**config.mk**
```make
export PLATFORM = sky130hd
export DESIGN_NAME = snes_pad_responder
export DESIGN_NICKNAME = d
export VERILOG_FILES = /design/src/rtl/snes_pad_responder.sv
export SDC_FILE = /design/constraint.sdc
export NUM_CORES = 1
export LEC_CHECK = 0
export CORE_ASPECT_RATIO = 1.1
export CORE_MARGIN = 4
export CORE_UTILIZATION = 53
export CTS_CLUSTER_SIZE = 40
export DETAILED_ROUTE_END_ITERATION = 10
export HOLD_SLACK_MARGIN = 0.02
export PLACE_DENSITY = 0.89
export REMOVE_ABC_BUFFERS = 1
export SLEW_MARGIN = 20
export SYNTH_ARGS = -nofsm -noshare
export SYNTH_HDL_FRONTEND = slang
export SYNTH_SLANG_ARGS = --single-unit
```
**constraint.sdc**
```tcl
create_clock -name mco -period 2.92 [get_ports mco]
set_input_delay 0.292 -clock mco [delete_from_list [all_inputs] [get_ports mco]]
set_output_delay 0.292 -clock mco [all_outputs]
set_load 0.01 [all_outputs]
```
**src/rtl/snes_pad_responder.sv**
```systemverilog
// -----------------------------------------------------------------------------
// snes_pad_responder
//
// Controller-side model of the SNES pad serial protocol. The console poller
// drives snes_latch / snes_clk asynchronously to mco. Both are synchronised,
// edge-detected, and used to load and shift a 16-bit active-low button
// report out on snes_data.
//
// Ports:
//   mco        - system clock
//   res        - synchronous reset, active-high
//   buttons    - pressed=1, [0]=B [1]=Y [2]=Select [3]=Start [4]=Up [5]=Down
//                [6]=Left [7]=Right [8]=A [9]=X [10]=L [11]=R
//   snes_latch - latch from the poller (asynchronous)
//   snes_clk   - shift clock from the poller, idles high (asynchronous)
//   snes_data  - registered serial data, 0 = pressed
//   polled     - one-cycle pulse on the synchronised latch falling edge
//   read_done  - one-cycle pulse when the last report bit has been shifted past
//   bit_idx    - index of the bit currently driven on snes_data (debug)
// -----------------------------------------------------------------------------
module snes_pad_responder #(
  parameter int SYNC_STAGES = 2,
  parameter int N_BITS      = 16
) (
  input  logic        mco,
  input  logic        res,
  input  logic [11:0] buttons,
  input  logic        snes_latch,
  input  logic        snes_clk,
  output logic        snes_data,
  output logic        polled,
  output logic        read_done,
  output logic [4:0]  bit_idx
);

  typedef enum logic [1:0] {IDLE, LOAD, SHIFT, DONE} state_t;

  localparam logic [4:0] LAST_IDX = 5'(N_BITS - 1);

  state_t state, state_next;

  logic [SYNC_STAGES-1:0] latch_sync, clk_sync;
  logic                   latch_hist, clk_hist;
  logic                   latch_s, clk_s;
  logic                   latch_fall, clk_rise;

  logic [N_BITS-1:0]      sr;
  logic [N_BITS-1:0]      sr_load;

  logic load_en, shift_en, polled_next, done_next;

  // ---------------------------------------------------------------------------
  // Synchronisers plus one history stage for edge detection
  // ---------------------------------------------------------------------------
  // NOTE: sequential state uses non-blocking (<=) so every flop samples the
  // pre-edge value of its neighbour; blocking here would collapse the chain.
  always_ff @(posedge mco) begin
    if (res) begin
      latch_sync <= '0;
      clk_sync   <= '0;
      latch_hist <= 1'b0;
      clk_hist   <= 1'b0;
    end else begin
      latch_sync <= {latch_sync[SYNC_STAGES-2:0], snes_latch};
      clk_sync   <= {clk_sync[SYNC_STAGES-2:0], snes_clk};
      latch_hist <= latch_sync[SYNC_STAGES-1];
      clk_hist   <= clk_sync[SYNC_STAGES-1];
    end
  end

  assign latch_s    = latch_sync[SYNC_STAGES-1];
  assign clk_s      = clk_sync[SYNC_STAGES-1];
  assign latch_fall = ~latch_s & latch_hist;
  assign clk_rise   = clk_s & ~clk_hist;

  // Report word: the 12 buttons inverted, upper bits always released.
  always_comb begin
    sr_load       = '1;
    sr_load[11:0] = ~buttons;
  end

  // ---------------------------------------------------------------------------
  // FSM state register
  // ---------------------------------------------------------------------------
  always_ff @(posedge mco) begin
    if (res) state <= IDLE;
    else     state <= state_next;
  end

  // ---------------------------------------------------------------------------
  // Next-state / control decode. A synchronised latch high overrides every
  // state, which also gives it priority over a coincident clk_rise.
  // ---------------------------------------------------------------------------
  // NOTE: every output of this block is defaulted first so no path leaves a
  // signal unassigned, which would otherwise infer a latch.
  always_comb begin
    state_next  = state;
    load_en     = 1'b0;
    shift_en    = 1'b0;
    polled_next = 1'b0;
    done_next   = 1'b0;
    if (latch_s) begin
      state_next = LOAD;
      load_en    = 1'b1;
    end else begin
      case (state)
        LOAD: begin
          if (latch_fall) begin
            state_next  = SHIFT;
            polled_next = 1'b1;
          end
        end
        SHIFT: begin
          if (clk_rise) begin
            shift_en = 1'b1;
            if (bit_idx == LAST_IDX) begin
              state_next = DONE;
              done_next  = 1'b1;
            end
          end
        end
        default: ;
      endcase
    end
  end

  // ---------------------------------------------------------------------------
  // Datapath. snes_data is registered from the value sr[0] takes after this
  // edge, so a pin edge reaches the output SYNC_STAGES+1 mco edges later.
  // IDLE is only reachable through reset, where snes_data is already 1.
  // ---------------------------------------------------------------------------
  // NOTE: sr is an ordinary register, so it is reset (to "all released")
  // like any other state; only true RAM arrays are left without reset.
  always_ff @(posedge mco) begin
    if (res) begin
      sr        <= '1;
      snes_data <= 1'b1;
      polled    <= 1'b0;
      read_done <= 1'b0;
      bit_idx   <= '0;
    end else begin
      polled    <= polled_next;
      read_done <= done_next;
      if (load_en) begin
        sr        <= sr_load;
        bit_idx   <= '0;
        snes_data <= sr_load[0];
      end else if (shift_en) begin
        sr        <= {1'b0, sr[N_BITS-1:1]};
        bit_idx   <= bit_idx + 5'd1;
        snes_data <= done_next ? 1'b0 : sr[1];
      end
    end
  end

endmodule

```
==> metrics.csv <==
metric;value;unit
htree_num_levels;2;
wl;2380;µm
n_antenna_cell;0;
nets;181;
cp_num_buf_inv;0;
synth_seq_cells;31;
io_buffers;23;
synth.avg_cell_area;8.57;µm²
cp_max_fo;20;
cts_buffer_depth;2;
seq_area;621;µm²
combPwrFrac;6.9;%
yosys.area.top_type_share;50.7;%
muxShareOfSynthArea;0;%
p_seq_share;61.1;%
clock_power_share;31.9;%
fin_crit;1.86;ns
drt-vias-per-instance;5.59;
drive_gt1_share;6.10;%
dieArea;0.00315;mm²
clock_skew;0.0136;ns
grt_first_pass_wirelength;3980;µm
hold_buffers;0;
worstMarginPinSlew;0.779;ns
required;3.19;ns
rsz0062_at_grt;false;
leakage;0.528;nW
firstDrtPassIters;4;
p_sw;0.163;mW
post_cts_buffers;0;
timing.hold.ws;0.447;ns
root_buffer;clkbuf_4;
antenna_found_initial;0;
grt-ovfl-total;0;
synth-compound-area-share;8.58;%
timing.final.max_slew_violations;0;
clock_sinks;31;
cp.arrival;2.13;ns
place_inst;186;
yosysTopAreaCell;dfxtp_1;
multi_input_area;536;µm²
synth_cell_types;24;
final.period_utilization;63.8;%
peakVddDrop;0.353;mV
synth_area;0.00122;mm²
io_pins;24;
dp_hpwl;1740;µm
synth_fa_ha_area_share;2.04;%
synth_xor_area_share;0.715;%
final_area;0.00150;mm²
path_cells;nand4bb_1 > or3_1 > a21oi_1;
status;complete, no violations;
crit_slowest_cell;nand4bb_1;
synth_top_family_by_area;simple AND/OR/NAND/NOR gates;
clock_latency;0.33;ns
path_clk_slew;0.09;ns
crit_path_end_kind;flop;
finalSetupViolCount;0;
area_growth;22.5;%
drt_iter0_drc;29;
fmax;0.537;GHz
synthFlopType;dfxtp_1;
initial_core_util;54.9;%
p_total;0.718;mW
power_density;479;mW/mm²
netlist_instances;143;
path_class;reg -> reg;
ant_nets;0;
rows;18;
die_w;53.8;µm
wl_per_cell;12.3;µm
grt_max_degree;23;
synth_edf_count;0;
cts_tree;done;
grt_use_total;17.4;%
via_count;1084;
place.gp.congestion;0.773;
yosysMostFrequentCell;dfxtp_1;
min_path_type;reg -> reg;
cts_resized;0;
die_h;58.4;µm
fillCellCount;177;
drc;0;
max_stage_delay;0.70;ns
synth_common_cells;dfxtp_1, nand2_1, nor4_1;
swShare;22.7;%
place_area;0.00145;mm²
hold_violations;0;
p_int;0.555;mW
fin_setup_tns;0;ns
synthTopCellsByArea;dfxtp_1, nor4_1, nand2_1;
ys_warn_count;0;
yosys.area_share.simple;32.4;%
synth-async-reset-ratio;0;%
cts_made_buffers;5;
cap_violations;0;
critPathLaunchType;flop;
relSlewSlack;47.8;%
seq_area_frac_synth;50.7;%
crit_family;simple AND/OR/NAND/NOR gates;
grt_pass1_vias;943;
fin_cells;194;
core-area;0.00223;mm²
per-layer routing:
metal / share of wire (%) / routed length, µm / track usage, %
met1: 40 / 945 / 18.8
met2: 52 / 1240 / 30.8
met3: 7.0 / 166 / 6.84
met4: 0.97 / 23 / 4.38
met5: 0 / 0 / 0
area by class of cell:
| cell class | instances | share of cell area (%) |
|---|---|---|
| Sequential cell | 31 | 41.4 |
| Multi-Input combinational cell | 97 | 35.7 |
| Clock buffer | 7 | 3.00 |
| Clock inverter | 1 | 0.334 |
| Timing Repair Buffer | 25 | 16.3 |
| Tap cell | 30 | 2.50 |
| Inverter | 3 | 0.751 |
kinds of logic after synthesis:
logic type	Yosys count
AOI/OAI and AO/OA	16
xor gates and xnor gates	1
adders and majority gates	2
buffers and inverters	15
DFF	31
and+or+nand+nor	78
worst register-to-register path: stages, from the launching register on:
cell and delay [ns]:
dfxtp_1 0.35, nand4bb_1 0.70, or3_1 0.60, a21oi_1 0.14
layout by cell type, fill, tap and decap left out, drive strengths merged:
cell / count
a211oi: 2
a21oi: 7
a221oi: 4
and3: 1
and4bb: 1
buf: 2
clkbuf: 7
clkdlybuf4s50: 23
clkinv: 1
dfxtp: 31
ha: 2
inv: 3
nand2: 22
nand2b: 1
nand3: 4
nand4bb: 1
nor2: 12
nor2b: 6
nor3: 10
nor4: 17
o211a: 1
o21ai: 2
or2: 1
or3: 2
xnor2: 1
registers in the layout, summed over array words and instances, names as in the netlist:
register,flops
bit_idx,5
clk_hist,1
clk_sync,2
latch_hist,1
latch_sync,2
polled,1
read_done,1
snes_data,1
sr,15
state,2
per-stage QoR:
step	utilization, %	setup slack (ns)
2_1_floorplan	-	1.42
3_3_place_gp	65.0	1.06
3_5_place_dp	65.0	1.00
4_1_cts	67.3	1.07
5_1_grt	67.3	0.909
6_report	67.3	1.06
power groups by stage:
stage / logic (mW) / registers (mW) / clock network [mW]
finish: 0.0497 / 0.439 / 0.229
global route: 0.0548 / 0.440 / 0.254
CTS: 0.0501 / 0.439 / 0.236
detailed placement: 0.0500 / 0.449 / 0
global placement: 0.0486 / 0.448 / 0
floorplan: 0.0151 / 0.449 / 0
worst paths after layout:
path	from	end	slack (ns)	cells after the start
max	state[0]	bit_idx[3]	1.06	3
min	sr[15]	sr[15]	0.45	2
max reg2reg	state[0]	bit_idx[3]	1.06	3
min reg2reg	sr[15]	sr[15]	0.45	2
Power figures use the tool's default switching activity.
